**src/rtl/tdm_pkg.sv**
```systemverilog
`default_nettype none
// ============================================================================
//  Module      : tdm_pkg
//  Description : Shared constants and state type for the 8-slot TDM
//                receive path (demultiplexer and its slot decoder).
//  Revision    : 1.0 - initial release
// ============================================================================
package tdm_pkg;

  // Frame geometry: fixed at eight slots for this revision.
  localparam int N_SLOTS = 8;
  localparam int SEL_W   = 3;

  // Slot indices with special meaning in the frame walk.
  localparam logic [SEL_W-1:0] C_SLOT0     = '0;
  localparam logic [SEL_W-1:0] C_SLOT_LAST = SEL_W'(N_SLOTS - 1);

  // State encodings kept as plain constants so legacy code can compare
  // against them directly; the enum below is built from the same values.
  localparam logic [0:0] C_ST_IDLE = 1'b0;
  localparam logic [0:0] C_ST_RUN  = 1'b1;

  typedef enum logic [0:0] {
    IDLE = C_ST_IDLE,
    RUN  = C_ST_RUN
  } state_e;

endpackage : tdm_pkg
`default_nettype wire

```
**src/rtl/tdm_demux8_slot_decoder.sv**
```systemverilog
`default_nettype none
// ============================================================================
//  Module      : tdm_demux8_slot_decoder
//  Description : 3-to-8 one-hot decoder turning the current slot index into
//                shadow-register write enables, gated by in_valid.
//  Revision    : 1.0 - initial release
// ============================================================================
import tdm_pkg::*;

module tdm_demux8_slot_decoder (
  input  logic [SEL_W-1:0]   sel,
  input  logic               in_valid,
  output logic [0:N_SLOTS-1] wr_en
);

  // One enable per slot; only the slot addressed by sel fires, and only on
  // a valid cycle.
  generate
    for (genvar k = 0; k < N_SLOTS; k++) begin : g_dec
      assign wr_en[k] = in_valid && (sel == SEL_W'(k));
    end
  endgenerate

endmodule : tdm_demux8_slot_decoder
`default_nettype wire

```
**src/rtl/tdm_demux8.sv**
```systemverilog
`default_nettype none
// ============================================================================
//  Module      : tdm_demux8
//  Description : Receive-side TDM demultiplexer. Collects one serial bit per
//                valid cycle into an 8-slot shadow register and publishes the
//                completed frame as a parallel word. The slot counter is
//                exported so a paired 8:1 mux can share it.
//  Revision    : 1.0 - initial release
// ============================================================================
import tdm_pkg::*;

module tdm_demux8 (
  input  logic               clk,
  input  logic               rst_n,
  input  logic               in_valid,
  input  logic               in_bit,
  input  logic               frame_start,
  output logic [SEL_W-1:0]   sel,
  output logic [0:N_SLOTS-1] out_word,
  output logic               out_valid,
  output logic               frame_err
);

  state_e               r_state;
  logic [SEL_W-1:0]     r_sel;
  logic [0:N_SLOTS-1]   r_shadow;
  logic [0:N_SLOTS-1]   r_out_word;
  logic                 r_out_valid;
  logic                 r_frame_err;

  state_e               w_state_nxt;
  logic [SEL_W-1:0]     w_sel_nxt;
  logic [0:N_SLOTS-1]   w_shadow_nxt;
  logic [0:N_SLOTS-1]   w_wr_en;
  logic                 w_done;
  logic                 w_err;

  tdm_demux8_slot_decoder u_slot_decoder (
    .sel      (r_sel),
    .in_valid (in_valid),
    .wr_en    (w_wr_en)
  );

  // Next-state logic: frame lock, slot walk, resync and completion detect.
  always_comb begin
    w_state_nxt  = r_state;
    w_sel_nxt    = r_sel;
    w_shadow_nxt = r_shadow;
    w_done       = 1'b0;
    w_err        = 1'b0;
    if (in_valid) begin
      case (r_state)
        IDLE: begin
          // Unlocked bits are dropped until a frame marker arrives.
          if (frame_start) begin
            w_shadow_nxt          = '0;
            w_shadow_nxt[C_SLOT0] = in_bit;
            w_sel_nxt             = C_SLOT0 + SEL_W'(1);
            w_state_nxt           = RUN;
          end
        end
        RUN: begin
          if (frame_start && (r_sel != C_SLOT0)) begin
            // Marker arrived mid-frame: drop the partial frame and treat
            // this bit as the new slot 0.
            w_err                 = 1'b1;
            w_shadow_nxt          = '0;
            w_shadow_nxt[C_SLOT0] = in_bit;
            w_sel_nxt             = C_SLOT0 + SEL_W'(1);
          end else begin
            for (int k = 0; k < N_SLOTS; k++) begin
              if (w_wr_en[k]) begin
                w_shadow_nxt[k] = in_bit;
              end
            end
            w_done    = (r_sel == C_SLOT_LAST);
            w_sel_nxt = r_sel + SEL_W'(1);
          end
        end
        default: begin
          w_state_nxt = IDLE;
          w_sel_nxt   = C_SLOT0;
        end
      endcase
    end
  end

  // State, counter, shadow and output registers.
  always_ff @(posedge clk or negedge rst_n) begin
    if (!rst_n) begin
      r_state     <= IDLE;
      r_sel       <= C_SLOT0;
      r_shadow    <= '0;
      r_out_word  <= '0;
      r_out_valid <= 1'b0;
      r_frame_err <= 1'b0;
    end else begin
      r_state     <= w_state_nxt;
      r_sel       <= w_sel_nxt;
      r_shadow    <= w_shadow_nxt;
      r_out_valid <= w_done;
      r_frame_err <= w_err;
      if (w_done) begin
        r_out_word <= w_shadow_nxt;
      end
    end
  end

  assign sel       = r_sel;
  assign out_word  = r_out_word;
  assign out_valid = r_out_valid;
  assign frame_err = r_frame_err;

endmodule : tdm_demux8
`default_nettype wire

```
**config.mk**
```make
export PLATFORM = sky130hd
export DESIGN_NAME = tdm_demux8
export DESIGN_NICKNAME = d
export VERILOG_FILES = /design/src/rtl/tdm_pkg.sv /design/src/rtl/tdm_demux8_slot_decoder.sv /design/src/rtl/tdm_demux8.sv
export SDC_FILE = /design/constraint.sdc
export NUM_CORES = 1
export LEC_CHECK = 0
export CORE_ASPECT_RATIO = 0.9
export CORE_MARGIN = 2
export CORE_UTILIZATION = 49
export CTS_BUF_LIST = sky130_fd_sc_hd__clkbuf_8
export CTS_CLUSTER_SIZE = 24
export DETAILED_ROUTE_END_ITERATION = 8
export PLACE_DENSITY = 0.77
export SLEW_MARGIN = 20
export SYNTH_ARGS = -nofsm -noshare
export SYNTH_HDL_FRONTEND = slang
export SYNTH_SLANG_ARGS = --single-unit
```
**constraint.sdc**
```tcl
create_clock -name clk -period 1.8 [get_ports clk]
set_input_delay 0.27 -clock clk [delete_from_list [all_inputs] [get_ports clk]]
set_output_delay 0.27 -clock clk [all_outputs]
set_load 0.005 [all_outputs]
```
# Word level (Yosys, flattened, before mapping)
# Index checks and enable logic that the tools add are counted.
[totals]
out_inout_bits = 13
romBits = 0
reg_bits = 22
ramBits = 0
latch_bits = 0
n_memories = 0
in_bits = 5
wordCells = 51
[op_classes]
n_mul = 0
eq_ne = 8
n_mux = 23
n_reduce_logical = 12
div_mod_pow = 0
add_sub_neg = 1
n_bitwise = 1
shift = 0
order_cmp = 0
[op_table]
columns = ["operator", "n"]
rows = [
  ["$mux 8", 3],
  ["$mux 1", 16],
  ["$pmux 8 s2", 1],
  ["$eq 3x3->1 const B", 4],
  ["$logic_and 1x1->1", 9],
  ["$eq 3x2->1 const B", 2],
  ["$mux 3", 2],
  ["$pmux 3 s2", 1],
  ["$add 3x1->3 const B", 1],
  ["$eq 3x1->1 const B", 1],
  ["$logic_not 3->1", 1],
  ["$reduce_bool 3->1", 1],
  ["$ne 2x2->1 const B", 1],
  ["$reduce_and 2->1", 1],
  ["$not 1->1", 1],
]

# Longest topological paths before layout
# Gate-level depths: netlist (run 1).
[depth]
ltp_word = 6
ltp_mapped = 7
depth_no_buf = 6

# By module
# From an unflattened synthesis (run 1), not the netlist that was laid out.
[unflattened]
hier_cells = 100
area_unflattened_um2 = 1107.3
[by_module_without_submodules]
columns = ["mod", "area_each_um2", "cells_each", "seq_area_each_um2", "instances"]
rows = [
  ["tdm_demux8", 1011.0, 92, 550.5, 1],
  ["tdm_demux8_slot_decoder", 96.3, 8, 0.0, 1],
]

# Least setup slack after synthesis (run 1)
# No wires, ideal clock.
[synth_path]
path_type = "register to register"
from = "register r_sel[0], in the netlist sel[0]"
to = "register r_out_word (netlist bit out_word[7])"
required_ns = 1.675
path_stages_with_launch = 7
arrival_time_ns = 1.701
path_buffers = 0
synth_period_minus_slack_ns = 1.826
slack_ns = -0.026
path_cell_list = "dfrtp_1 > ha_1 > ha_1 > nand2_2 > mux2_4 > a32o_2 > mux2_4"
[synth_via]
elab_chain_len = 6
[synth_rtl]
columns = ["item", "line_no", "text"]
rows = [
  ["start, declared", "tdm_demux8.sv:25", "logic [SEL_W-1:0] r_sel;"],
  ["start signal, assigned", "tdm_demux8.sv:99", "r_sel <= w_sel_nxt;"],
  ["$eq 3x3->1", "tdm_demux8_slot_decoder.sv:20", "assign wr_en[k] = in_valid && (sel == SEL_W'(k));"],
  ["$logic_and 1x1->1", "tdm_demux8_slot_decoder.sv:20", ""],
  ["$mux 1", "tdm_demux8.sv:72", "if (w_wr_en[k]) begin"],
  ["$mux 8 (*)", "tdm_demux8.sv:63", "if (frame_start && (r_sel != C_SLOT0)) begin"],
  ["$pmux 8 s2 (*)", "tdm_demux8.sv:52", "case (r_state)"],
  ["$mux 8 (*)", "tdm_demux8.sv:51", "if (in_valid) begin"],
  ["via w_shadow_nxt, one bit", "tdm_demux8.sv:33", "logic [0:N_SLOTS-1] w_shadow_nxt;"],
  ["end signal, assigned", "tdm_demux8.sv:104", "r_out_word <= w_shadow_nxt;"],
  ["end, declared", "tdm_demux8.sv:27", "logic [0:N_SLOTS-1] r_out_word;"],
]
# The timed path passes the listed nets; every way through them passes the cells marked *.
# A chain may end at the register's enable or synchronous reset.

# Worst setup path after layout (run 1)
# Same ends and word-level chain as after synthesis.

==> results of run 1 <==
what timing repair did:
item                       CTS  global route
setup endpoints to repair    1             6
cloned                       0             0
pin swaps                    0             1
gates resized for setup      1             5
registers in the layout, summed over array words and instances (netlist names):
signal / flops
out_valid: 1
out_word: 8
frame_err: 1
sel: 3
r_shadow: 8
r_state: 1
critical path, cell delays in order, from the launching register on:
cell and delay, ns:
dfrtp_1 0.42, ha_2 0.21, ha_4 0.17, nand2_2 0.05, mux2_4 0.29, a32o_2 0.27, mux2_4 0.25
cells in the final DEF, fill, tap and decap left out, types with 2 or more instances in the layout:
cell type	netlist	routed
nand2_1	7	7
nand3_1	12	12
clkdlybuf4s50_1	0	17
inv_1	6	6
dfrtp_1	22	22
a21oi_1	2	2
nand4_1	2	2
and2_1	2	2
buf_4	2	14
mux2_2	4	4
nor2_1	6	6
a22oi_1	2	2
a32o_1	2	2
nor3_1	2	2
ha_1	6	3
clkbuf_8	0	3
mux2_4	2	2
o21ai_0	4	4
ha_4	0	2
power by group through the flow:
stage	Sequential, mW	Combinational (mW)	Clock, mW
after floorplan	0.773	0.449	0
after global placement	0.752	0.857	0
after detailed placement	0.761	0.889	0
after CTS	0.752	0.902	0.462
after global routing	0.776	1.05	0.488
final	0.757	0.953	0.454
worst max path at each step:
stage,startpoint,to,slack (ns)
5_1_grt,sel[1],out_word[7],-0.02
2_1_floorplan,sel[0],out_word[7],0.0009
6_report,sel[0],out_word[7],0.03
3_3_place_gp,in_valid,out_word[7],-0.03
4_1_cts,sel[0],out_word[7],0.005
3_5_place_dp,in_valid,out_word[1],-0.08
cells by family after synthesis:
| family | after synthesis | share of synthesized area |
|---|---|---|
| flops | 22 | 0.493 |
| mux | 6 | 0.0673 |
| compound gates | 22 | 0.144 |
| fa+ha+maj | 6 | 0.0673 |
| simple gates | 38 | 0.172 |
| buf+inv | 12 | 0.0572 |
layer usage:
metal,vias up,GRT usage
met3,4,0.0337
met4,0,0.100
li1,439,-
met5,-,0
met1,451,0.309
met2,24,0.325
per-stage QoR:
stage | instance area (um^2) | power, mW | setup slack (ns) | std cells | utilization
after CTS | 1460 | 2.12 | 0.00527 | 162 | 0.675
after global routing | 1490 | 2.31 | -0.0209 | 162 | 0.687
after global placement | 1390 | 1.61 | -0.0324 | 158 | 0.641
final | 1490 | 2.16 | 0.0292 | 162 | 0.687
after detailed placement | 1390 | 1.65 | -0.0762 | 158 | 0.641
after floorplan | 1120 | 1.22 | 0.000866 | 106 | -
layout make-up:
cell class                 count  area (um^2)  share of cell area
clock buffer                   3         41.3              0.0278
clock inverter                 1         30.0              0.0202
timing repair buffer          31          275               0.185
multi-input combinational     72          532               0.358
inverter                       6         22.5              0.0152
sequential                    22          551               0.371
tap                           27         33.8              0.0227
==> results_dict.tcl, run 1 <==
set metrics [dict create \
    die_w_um 54.3 \
    power.net_switching_uw 695 \
    internal_power_mw 1.47 \
    critPathKind "register to register" \
    synth_ff_type "dfrtp_1" \
    fp.dieH_um 49.3 \
    maxSlewViolCount 0 \
    hpwl_um 1850 \
    portBuffers 17 \
    crit_fanout 3 \
    synth_area_leaders "dfrtp_1, ha_1, nand3_1, mux2_2, mux2_4" \
    hp-class "input pin to asynchronous set/reset pin" \
    clkPwrFrac 0.210 \
    cp-end-kind "register" \
    drtAntennaViolNets 0 \
    cts_sinks 22 \
    crit_arrival_ns 1.92 \
    p_leak_nw 0.686 \
    cts_made_buffers 3 \
    ctsHoldBuffers 0 \
    grt_pass1_wl_um 4280 \
    ir_drop_mv 1.00 \
    syn-cell-area_um2 1120 \
    syn2layout_area_growth_pct 33.1 \
    syn_inst 106 \
    fin_crit_ns 1.77 \
    startpoint_type "register" \
    wl_met2_um 1260 \
    via_count 918 \
    dr.max_layer_used "met4" \
    clk_latency_ns 0.26 \
    drt_wl_total_um 2540 \
    dieArea_um2 2680 \
    powerDensity_nw_per_um2 1460 \
    synthTopCellsByCount "dfrtp_1, nand3_1, nand2_1" \
    rows 16 \
    pin_count 18 \
    drtPass1Iterations 5 \
    rr_endpoint "out_word[7]" \
    dr_wl_met3_um 89 \
    whs_ns 0.349 \
    avgSynthCellArea_um2 10.5 \
    yosysUniqueCellTypes 36 \
    seqPwrFrac 0.350 \
    tritoncts "built" \
    n_fill_cell 159 \
    finalSetupTns_ns 0 \
    post_cts_buffers 0 \
    hold_viol_final 0 \
    antenna_found_initial 0 \
    rsz0062_at_grt "yes" \
    worstMarginPinSlew_ns 0.563 \
    htreeDepth 1 \
    yosysSeqAreaShare 0.493 \
    overflow 0 \
    yosysWarningCount 0 \
    cts_max_path_buffers 2 \
    yosysTopAreaCell "dfrtp_1" \
    pwr-share-comb 0.441 \
    wl_met1_um 1160 \
    rr_worst_depth 6 \
    syn-num-nets 117 \
    synth_top_area_frac 0.493 \
    drc_errors 0 \
    cts.clk_slew.worst_paths_ns 0.08 \
    routed_wire_length_per_instance_um 15.7 \
    cts_root_buf "clkbuf_8" \
    slew_headroom 0.624 \
    place.gp.congestion 0.835 \
    core_um2 2160 \
    grt_max_degree 23 \
    required_ns 1.95 \
    r2r_start "sel[0]" \
    ys_ff_latch 22 \
    finalSetupViolations 0 \
    synth_edf_count 0 \
    cap_violations 0 \
    gr-usage-all-layers 0.219 \
    synth_most_common_cell "dfrtp_1" \
    drive_gt1_frac 0.237 \
    rrSetupSlack_ns 0.03 \
    status "finished, final reports clean" \
    antenna_cells_inserted 0 \
    swShare 0.321 \
    grt_pass1_vias 924 \
    async_reset_ff_frac 1.00 \
    period_share 0.984 \
    start_util 0.516 \
    vias_per_cell 5.67 \
    max_freq_mhz 565 \
    dr.first_iter.drc_count 19 \
    fin_worst_skew_ns 0.00608 \
    nets 147 \
]
No activity file was read; power rests on OpenSTA's default activity.
==> run 2, diff against run 1 <==
PLACE_DENSITY = 0.78   (was 0.77)
==> run 2 against run 1 <==
Effect of this change:
- global-route usage about the same
- register-to-register slack about the same
- via count up 3.3%
- wire length up 1.7%
- worst hold slack better by 0.0097 ns
- sequential power up 2%
- die area unchanged
- core utilization up 0.41 points
- clock power down 35%
- clock-buffer cell count unchanged
- clock skew down 0.0018 ns
- fmax down 0.38%
- critical path type unchanged
- critical endpoint unchanged
- largest cell class unchanged
- largest power group unchanged
==> results_dict.tcl, run 2 (synthesized netlist as in run 1, its figures left out) <==
set metrics [dict create \
    hpwl_um 1770 \
    place_area_um2 1400 \
    hp-class "input pin to asynchronous set/reset pin" \
    routed_wire_length_per_instance_um 15.8 \
    status "finished, final reports clean" \
    portBuffers 17 \
    htreeDepth 1 \
    p_leak_nw 0.684 \
    power.net_switching_uw 692 \
    period_share 0.988 \
    crit_fanout 3 \
    start_util 0.516 \
    grt_pass1_vias 949 \
    maxSlewViolCount 0 \
    final_common_cell "dfrtp_1" \
    startpoint_type "register" \
    grt_max_degree 23 \
    clkPwrFrac 0.145 \
    tritoncts "built" \
    fin_worst_skew_ns 0.00423 \
    finalSetupTns_ns 0 \
    place.gp.congestion 0.894 \
    post-route-util 0.691 \
    fp.dieH_um 49.3 \
    worstMarginPinSlew_ns 0.314 \
    drc_errors 0 \
    clk_latency_ns 0.26 \
    grt_pass1_wl_um 4240 \
    gr-usage-all-layers 0.220 \
    required_ns 1.95 \
    overflow 0 \
    ctsHoldBuffers 0 \
    nets 149 \
    slew_headroom 0.788 \
    powerDensity_nw_per_um2 1360 \
    cts_sinks 22 \
    vias_per_cell 5.82 \
    rsz0062_at_grt "yes" \
    dieArea_um2 2680 \
    cp-end-kind "register" \
    die_w_um 54.3 \
    drive_gt1_frac 0.257 \
    finalSetupViolations 0 \
    seqPwrFrac 0.379 \
    antenna_cells_inserted 0 \
    syn2layout_area_growth_pct 33.9 \
    cts_max_path_buffers 2 \
    ir_drop_mv 0.951 \
    cap_violations 0 \
    cts_root_buf "clkbuf_8" \
    drtPass1Iterations 4 \
    antenna_found_initial 0 \
    pin_count 18 \
    critPathKind "register to register" \
    design_area_um2 1490 \
    cts_made_buffers 3 \
    hold_viol_final 0 \
    max_freq_mhz 563 \
    post_cts_buffers 0 \
    swShare 0.340 \
    drt_wl_total_um 2580 \
    internal_power_mw 1.34 \
    dr.first_iter.drc_count 38 \
    pwr-share-comb 0.476 \
    rows 16 \
    fin_crit_ns 1.78 \
    via_count 948 \
    crit_arrival_ns 1.92 \
    cts.clk_slew.worst_paths_ns 0.07 \
    drtAntennaViolNets 0 \
    core_um2 2160 \
    layout_common_cells "dfrtp_1, clkdlybuf4s50_1, buf_4" \
]
==> run 2: power groups by stage <==
stage | logic, mW | clock network (mW) | registers (mW)
final | 0.968 | 0.294 | 0.772
after global routing | 1.06 | 0.330 | 0.794
after CTS | 0.915 | 0.301 | 0.760
after detailed placement | 0.887 | 0 | 0.763
after global placement | 0.872 | 0 | 0.754
after floorplan | 0.449 | 0 | 0.773
==> run 2: critical path, stage by stage (launching register included) <==
cell and delay (ns):
dfrtp_2 0.45, ha_4 0.19, ha_4 0.16, nand2_2 0.06, mux2_4 0.29, a32o_2 0.27
mux2_4 0.25
==> run 2: worst paths after layout <==
| check | start | endpoint | slack, ns | cells after the start |
|---|---|---|---|---|
| max | sel[0] | out_word[7] | 0.02 | 6 |
| min | rst_n | out_word[4] | 0.36 | 2 |
| max reg2reg | sel[0] | out_word[7] | 0.02 | 6 |
| min reg2reg | out_word[4] | out_word[4] | 0.51 | 1 |
| max in group asynchronous | rst_n | r_state | 1.21 | 2 |
| min in group clk | out_word[4] | out_word[4] | 0.51 | 1 |
==> run 2: layout make-up <==
| class | count | area [um^2] |
|---|---|---|
| Inverter | 6 | 22.5 |
| Tap cell | 27 | 33.8 |
| Timing Repair Buffer | 33 | 294 |
| Multi-Input combinational cell | 72 | 549 |
| Clock buffer | 3 | 41.3 |
| Fill cell | 170 | 668 |
| Sequential cell | 22 | 553 |
==> run 2: per-stage QoR <==
| stage | cells | hold slack (ns) | setup WS [ns] | total power [mW] |
|---|---|---|---|---|
| 2_1_floorplan | 106 | -0.0256 | 0.000866 | 1.22 |
| 3_3_place_gp | 160 | 0.491 | -0.0110 | 1.63 |
| 3_5_place_dp | 160 | 0.502 | -0.0404 | 1.65 |
| 4_1_cts | 163 | 0.372 | 0.00845 | 1.98 |
| 5_1_grt | 163 | 0.384 | -0.0177 | 2.18 |
| 6_report | 163 | 0.358 | 0.0223 | 2.03 |
==> run 2: per-layer routing <==
metal  track usage  share of wire  vias to the layer above
met5             0              0                        -
met4        0.0583          0.024                        0
met3        0.0706          0.059                        6
met2         0.343           0.48                       38
met1         0.289           0.44                      463
li1              -              -                      441
==> run 2: repair_timing <==
item / 4_1_cts / 5_1_grt
pin swaps: 1 / 1
resized for setup: 3 / 8
setup endpoints to repair: 4 / 5
==> patch 1, RTL diff (config.mk and constraints of run 2) <==
Register the inputs `in_valid`, `in_bit` and `frame_start` before use, cleared by the reset. The logic sees them one clock later.
--- a/src/rtl/tdm_demux8.sv
+++ b/src/rtl/tdm_demux8.sv
@@ -22,4 +22,20 @@
 );
 
+  logic in_valid_q;
+  logic in_bit_q;
+  logic frame_start_q;
+
+  always_ff @(posedge clk or negedge rst_n) begin
+    if (!rst_n) begin
+      in_valid_q    <= '0;
+      in_bit_q      <= '0;
+      frame_start_q <= '0;
+    end else begin
+      in_valid_q    <= in_valid;
+      in_bit_q      <= in_bit;
+      frame_start_q <= frame_start;
+    end
+  end
+
   state_e               r_state;
   logic [SEL_W-1:0]     r_sel;
@@ -38,5 +54,5 @@
   tdm_demux8_slot_decoder u_slot_decoder (
     .sel      (r_sel),
-    .in_valid (in_valid),
+    .in_valid (in_valid_q),
     .wr_en    (w_wr_en)
   );
@@ -49,11 +65,11 @@
     w_done       = 1'b0;
     w_err        = 1'b0;
-    if (in_valid) begin
+    if (in_valid_q) begin
       case (r_state)
         IDLE: begin
           // Unlocked bits are dropped until a frame marker arrives.
-          if (frame_start) begin
+          if (frame_start_q) begin
             w_shadow_nxt          = '0;
-            w_shadow_nxt[C_SLOT0] = in_bit;
+            w_shadow_nxt[C_SLOT0] = in_bit_q;
             w_sel_nxt             = C_SLOT0 + SEL_W'(1);
             w_state_nxt           = RUN;
@@ -61,15 +77,15 @@
         end
         RUN: begin
-          if (frame_start && (r_sel != C_SLOT0)) begin
+          if (frame_start_q && (r_sel != C_SLOT0)) begin
             // Marker arrived mid-frame: drop the partial frame and treat
             // this bit as the new slot 0.
             w_err                 = 1'b1;
             w_shadow_nxt          = '0;
-            w_shadow_nxt[C_SLOT0] = in_bit;
+            w_shadow_nxt[C_SLOT0] = in_bit_q;
             w_sel_nxt             = C_SLOT0 + SEL_W'(1);
           end else begin
             for (int k = 0; k < N_SLOTS; k++) begin
               if (w_wr_en[k]) begin
-                w_shadow_nxt[k] = in_bit;
+                w_shadow_nxt[k] = in_bit_q;
               end
             end
Check against the original RTL: not equivalent (a bounded check fails within 4 cycles, from zero or initial values and one cycle with rst_n low).
==> patch 1 against run 2 <==
  * Final cell count decreased by 8.0%
  * Cell area decreased by 7.1%
  * Non-clock buffer count decreased by 13
  * Synthesized area increased by 2.0%
  * Power decreased by 11%
  * Setup slack improved by 0.036 ns
  * Hold slack improved by 0.0078 ns
  * Routed wire length decreased by 16%
  * Highest routed layer is now met3
  * Sequential cell count increased by 2
  * Global-route usage decreased by 3.3 points
  * Utilization decreased by 5.5 points
==> patch 1: results (changes against run 2) <==
* Metal2 WL at 1.056 mm (was 1.227 mm)
* Pin count of the biggest net entering global routing at 25 (was 23)
* Met2 usage at 0.2976 (was 0.3434)
* Clk buf depth at 2 (unchanged)
* Cells after synthesis at 105 (was 106)
* Register Area at 601.8 um2 (was 553.0 um2)
* Worst rel slew slack at 0.6679 (was 0.7878)
* M1 GR Usage at 0.2465 (was 0.2885)
* Placed Area at 0.001333 mm2 (was 0.001401 mm2)
* Pre-CTS setup slack at 0.003306 ns (was -0.04042 ns)
* Clock skew at 0.003598 ns (was 0.004232 ns)
* Critical R2R Launch: sel[1]$_DFFE_PN0P_ (was sel[0]$_DFFE_PN0P_)
* Hpwl dp at 1.570 mm (was 1.768 mm)
* DR WL/cell at 14.42 um (was 15.82 um)
* Clock latency on the worst-skew pair at 0.26 ns (about the same)
* Leakage at 0.0006227 uW (was 0.0006836 uW)
* First-pass GRT wire length at 3.663 mm (was 4.243 mm)
* Total power at 1809 uW (was 2034 uW)
* Min Hold Slack at 0.3662 ns (was 0.3584 ns)
* Critical-path maximum fanout at 5 (was 3)
* Vias in the first global route at 788 (was 949)
* Met3 usage at 0.06667 (was 0.07055)
* Share of cells above drive strength 1 at 0.1626 (was 0.2574)
* GRT Total Usage at 0.1865 (was 0.2196)
* Top cells by area, synth: dfrtp_1 53%, ha_1 6.6%, nand2_1 4.6%, a21oi_1 3.5%, mux2_4 2.6% (was dfrtp_1 49%, ha_1 6.7%, nand3_1 5.4%, mux2_2 4.0%, mux2_4 2.7%)
* Worst vdd ir at 0.7285 mV (was 0.9506 mV)
* Status: finished clean (unchanged)
* Final #Nets at 136 (was 149)
* Netlist cell types at 34 (was 36)
* Vias at 822 (was 948)
* FILL cells at 174 (was 170)
* Power share of the sequential group at 0.432 (was 0.379)
* Register area share after synthesis at 0.5275 (was 0.4933)
* Fmax at 574.0 MHz (was 562.5 MHz)
* Inst Count DP at 147 (was 160)
* Commonest cells post-synth: 24 x dfrtp_1, 14 x nand2_1, 8 x a21oi_1 (was 22 x dfrtp_1, 12 x nand3_1, 7 x nand2_1)
* Clk pwr share at 0.173 (was 0.145)
* DR vias/cell at 5.480 (was 5.816)
* Sw frac at 0.3243 (was 0.3404)
* Final GP Congestion at 0.7981 (was 0.8942)
* DRT iter0 DRCs at 19 (was 38)
* Wl on met1 at 985 um (was 1.135 mm)
* Uppermost layer routed: met3 (was met4)
* Largest Pwr Group: sequential cells (was combinational logic)
* CP arrival at 1.90 ns (was 1.92 ns)
* Critical Path End: out_word[0]$_DFFE_PN0P_ (was out_word[7]$_DFFE_PN0P_)
* Syn_nets at 116 (was 117)
patch 1: changes by cell type after synthesis, moves of 2 or more:
cell,delta
nand3_1,-10
nand2_1,+7
a21oi_1,+6
a31oi_1,+3
mux2_2,-3
a22oi_1,-2
a32o_1,-2
dfrtp_1,+2
nor3_1,-2
patch 1: kinds of logic after synthesis:
kind of cell,synth area share
mux,0.03626
fa+ha+maj,0.06593
flops,0.5275
compound gates,0.1769
simple gates,0.1418
buf+inv,0.05165
patch 1: critical path, cell delays in order (launching register included):
cell and delay [ns]:
dfrtp_1 0.43, inv_1 0.15, ha_4 0.17, nand3b_2 0.13
a21boi_2 0.19, mux2_4 0.32, mux2_4 0.25
patch 1: cell type report:
type | instances | share of cell area
inverter | 7 | 0.01894
tap | 27 | 0.02435
multi-input combinational | 69 | 0.3544
sequential | 24 | 0.4337
timing repair buffer | 20 | 0.1389
clock buffer | 3 | 0.02976
patch 1: repair_timing:
item                                    CTS  global route
resized for setup                         1             3
endpoints found under the setup margin    1             1
endpoints found under the hold margin     0             0
==> patch 2, RTL diff (settings of run 2) <==
Made on the original files. Set the package constant `SEL_W` to 2 (it was 3).
--- a/src/rtl/tdm_pkg.sv
+++ b/src/rtl/tdm_pkg.sv
@@ -10,5 +10,5 @@
   // Frame geometry: fixed at eight slots for this revision.
   localparam int N_SLOTS = 8;
-  localparam int SEL_W   = 3;
+  localparam int SEL_W   = 2;
 
   // Slot indices with special meaning in the frame walk.
Interface: changed (resized sel); port bits go from 18 to 17. No check against the original RTL was run, so the function may have changed too.
==> patch 2 against run 2 <==
  * Synthesized area decreased by 22%
  * Power decreased by 31%
  * Sequential cell count decreased by 3
  * Largest cell class unchanged
  * Critical endpoint is now out_word[1]$_DFFE_PN0P_
  * Setup slack improved by 0.26 ns
  * Hold slack got worse by 0.011 ns
  * Critical path type unchanged
  * Routed wire length decreased by 33%
  * Cell area decreased by 27%
  * Global-route usage decreased by 3.8 points
  * Die area decreased by 20%
==> patch 2: results (changes against run 2) <==
* M1 GR Usage at 0.2619 (was 0.2885)
* Comb pwr share at 0.355 (was 0.476)
* Sw frac at 0.2898 (was 0.3404)
* Number of buffers added on ports at 16 (was 17)
* Register area share after synthesis at 0.5452 (was 0.4933)
* Wl on met1 at 845 um (was 1.135 mm)
* Vias at 657 (was 948)
* Leakage at 0.0004946 uW (was 0.0006836 uW)
* Commonest cells post-synth: 19 x dfrtp_1, 12 x a31oi_1, 7 x nand2_1 (was 22 x dfrtp_1, 12 x nand3_1, 7 x nand2_1)
* Share of cells above drive strength 1 at 0.1031 (was 0.2574)
* DRT iter0 DRCs at 14 (was 38)
* Status: finished clean (unchanged)
* Pre-CTS setup slack at 0.1376 ns (was -0.04042 ns)
* R2R cell count at 5 (was 6)
* Clock skew at 0.007407 ns (was 0.004232 ns)
* Fin cells at 121 (was 163)
* Cells after synthesis at 80 (was 106)
* Reg2reg end: out_word[1]$_DFFE_PN0P_ (was out_word[7]$_DFFE_PN0P_)
* GRT Total Usage at 0.1816 (was 0.2196)
* Hpwl dp at 1.264 mm (was 1.768 mm)
* Met3 wire length at 76 um (was 153 um)
* CP arrival at 1.69 ns (was 1.92 ns)
* Inst Count DP at 117 (was 160)
* R2r setup slk at 0.28 ns (was 0.02 ns)
* Metal2 WL at 787 um (was 1.227 mm)
* Critical R2R Launch: sel[1]$_DFFE_PN0P_ (was sel[0]$_DFFE_PN0P_)
* Seq pwr at 624 uW (was 772 uW)
* Worst vdd ir at 0.6041 mV (was 0.9506 mV)
## patch 2: layout make-up
| class | count | area (um2) |
|---|---|---|
| Sequential cell | 19 | 475.5 |
| Multi-Input combinational cell | 50 | 334.1 |
| Timing Repair Buffer | 19 | 182.7 |
| Clock buffer | 3 | 41.29 |
| Clock inverter | 1 | 3.754 |
| Inverter | 5 | 18.77 |
| Fill cell | 142 | 595.6 |
| Tap cell | 24 | 30.03 |
## patch 2: how the worst min path moves through the flow
stage | depth (start not counted) | slack [ns] | start | endpoint
5_1_grt | 2 | 0.39 | rst_n | r_shadow[6]$_DFF_PN0_
6_report | 2 | 0.35 | rst_n | r_shadow[6]$_DFF_PN0_
4_1_cts | 2 | 0.35 | rst_n | r_shadow[5]$_DFF_PN0_
3_5_place_dp | 2 | 0.52 | r_shadow[0]$_DFF_PN0_ | r_shadow[0]$_DFF_PN0_
2_1_floorplan | 0 | -0.03 | rst_n | frame_err$_DFF_PN0_
3_3_place_gp | 2 | 0.51 | r_shadow[0]$_DFF_PN0_ | r_shadow[0]$_DFF_PN0_
## patch 2: cells by family after synthesis
family          after synthesis  share of synthesized area
simple gates                 21                     0.1406
buf+inv                      11                    0.07459
flops                        19                     0.5452
fa+ha+maj                     4                    0.05739
compound gates               25                     0.1822
## patch 2: metrics by stage
stage                       util  instance area [um2]  total power, uW  hold slack (ns)
after CTS                 0.6443                 1084             1421           0.3512
after detailed placement  0.6176                 1039             1130           0.5168
after floorplan                -                872.1            844.1         -0.02559
after global placement    0.6176                 1039             1110           0.5070
after global routing      0.6458                 1086             1487           0.3921
final                     0.6458                 1086             1406           0.3470
## patch 2: timing repair
item / CTS / global route
buffers inserted: 0 / 0
endpoints found under the setup margin: 0 / 1
resized for setup: 0 / 1
endpoints found under the hold margin: 0 / 0
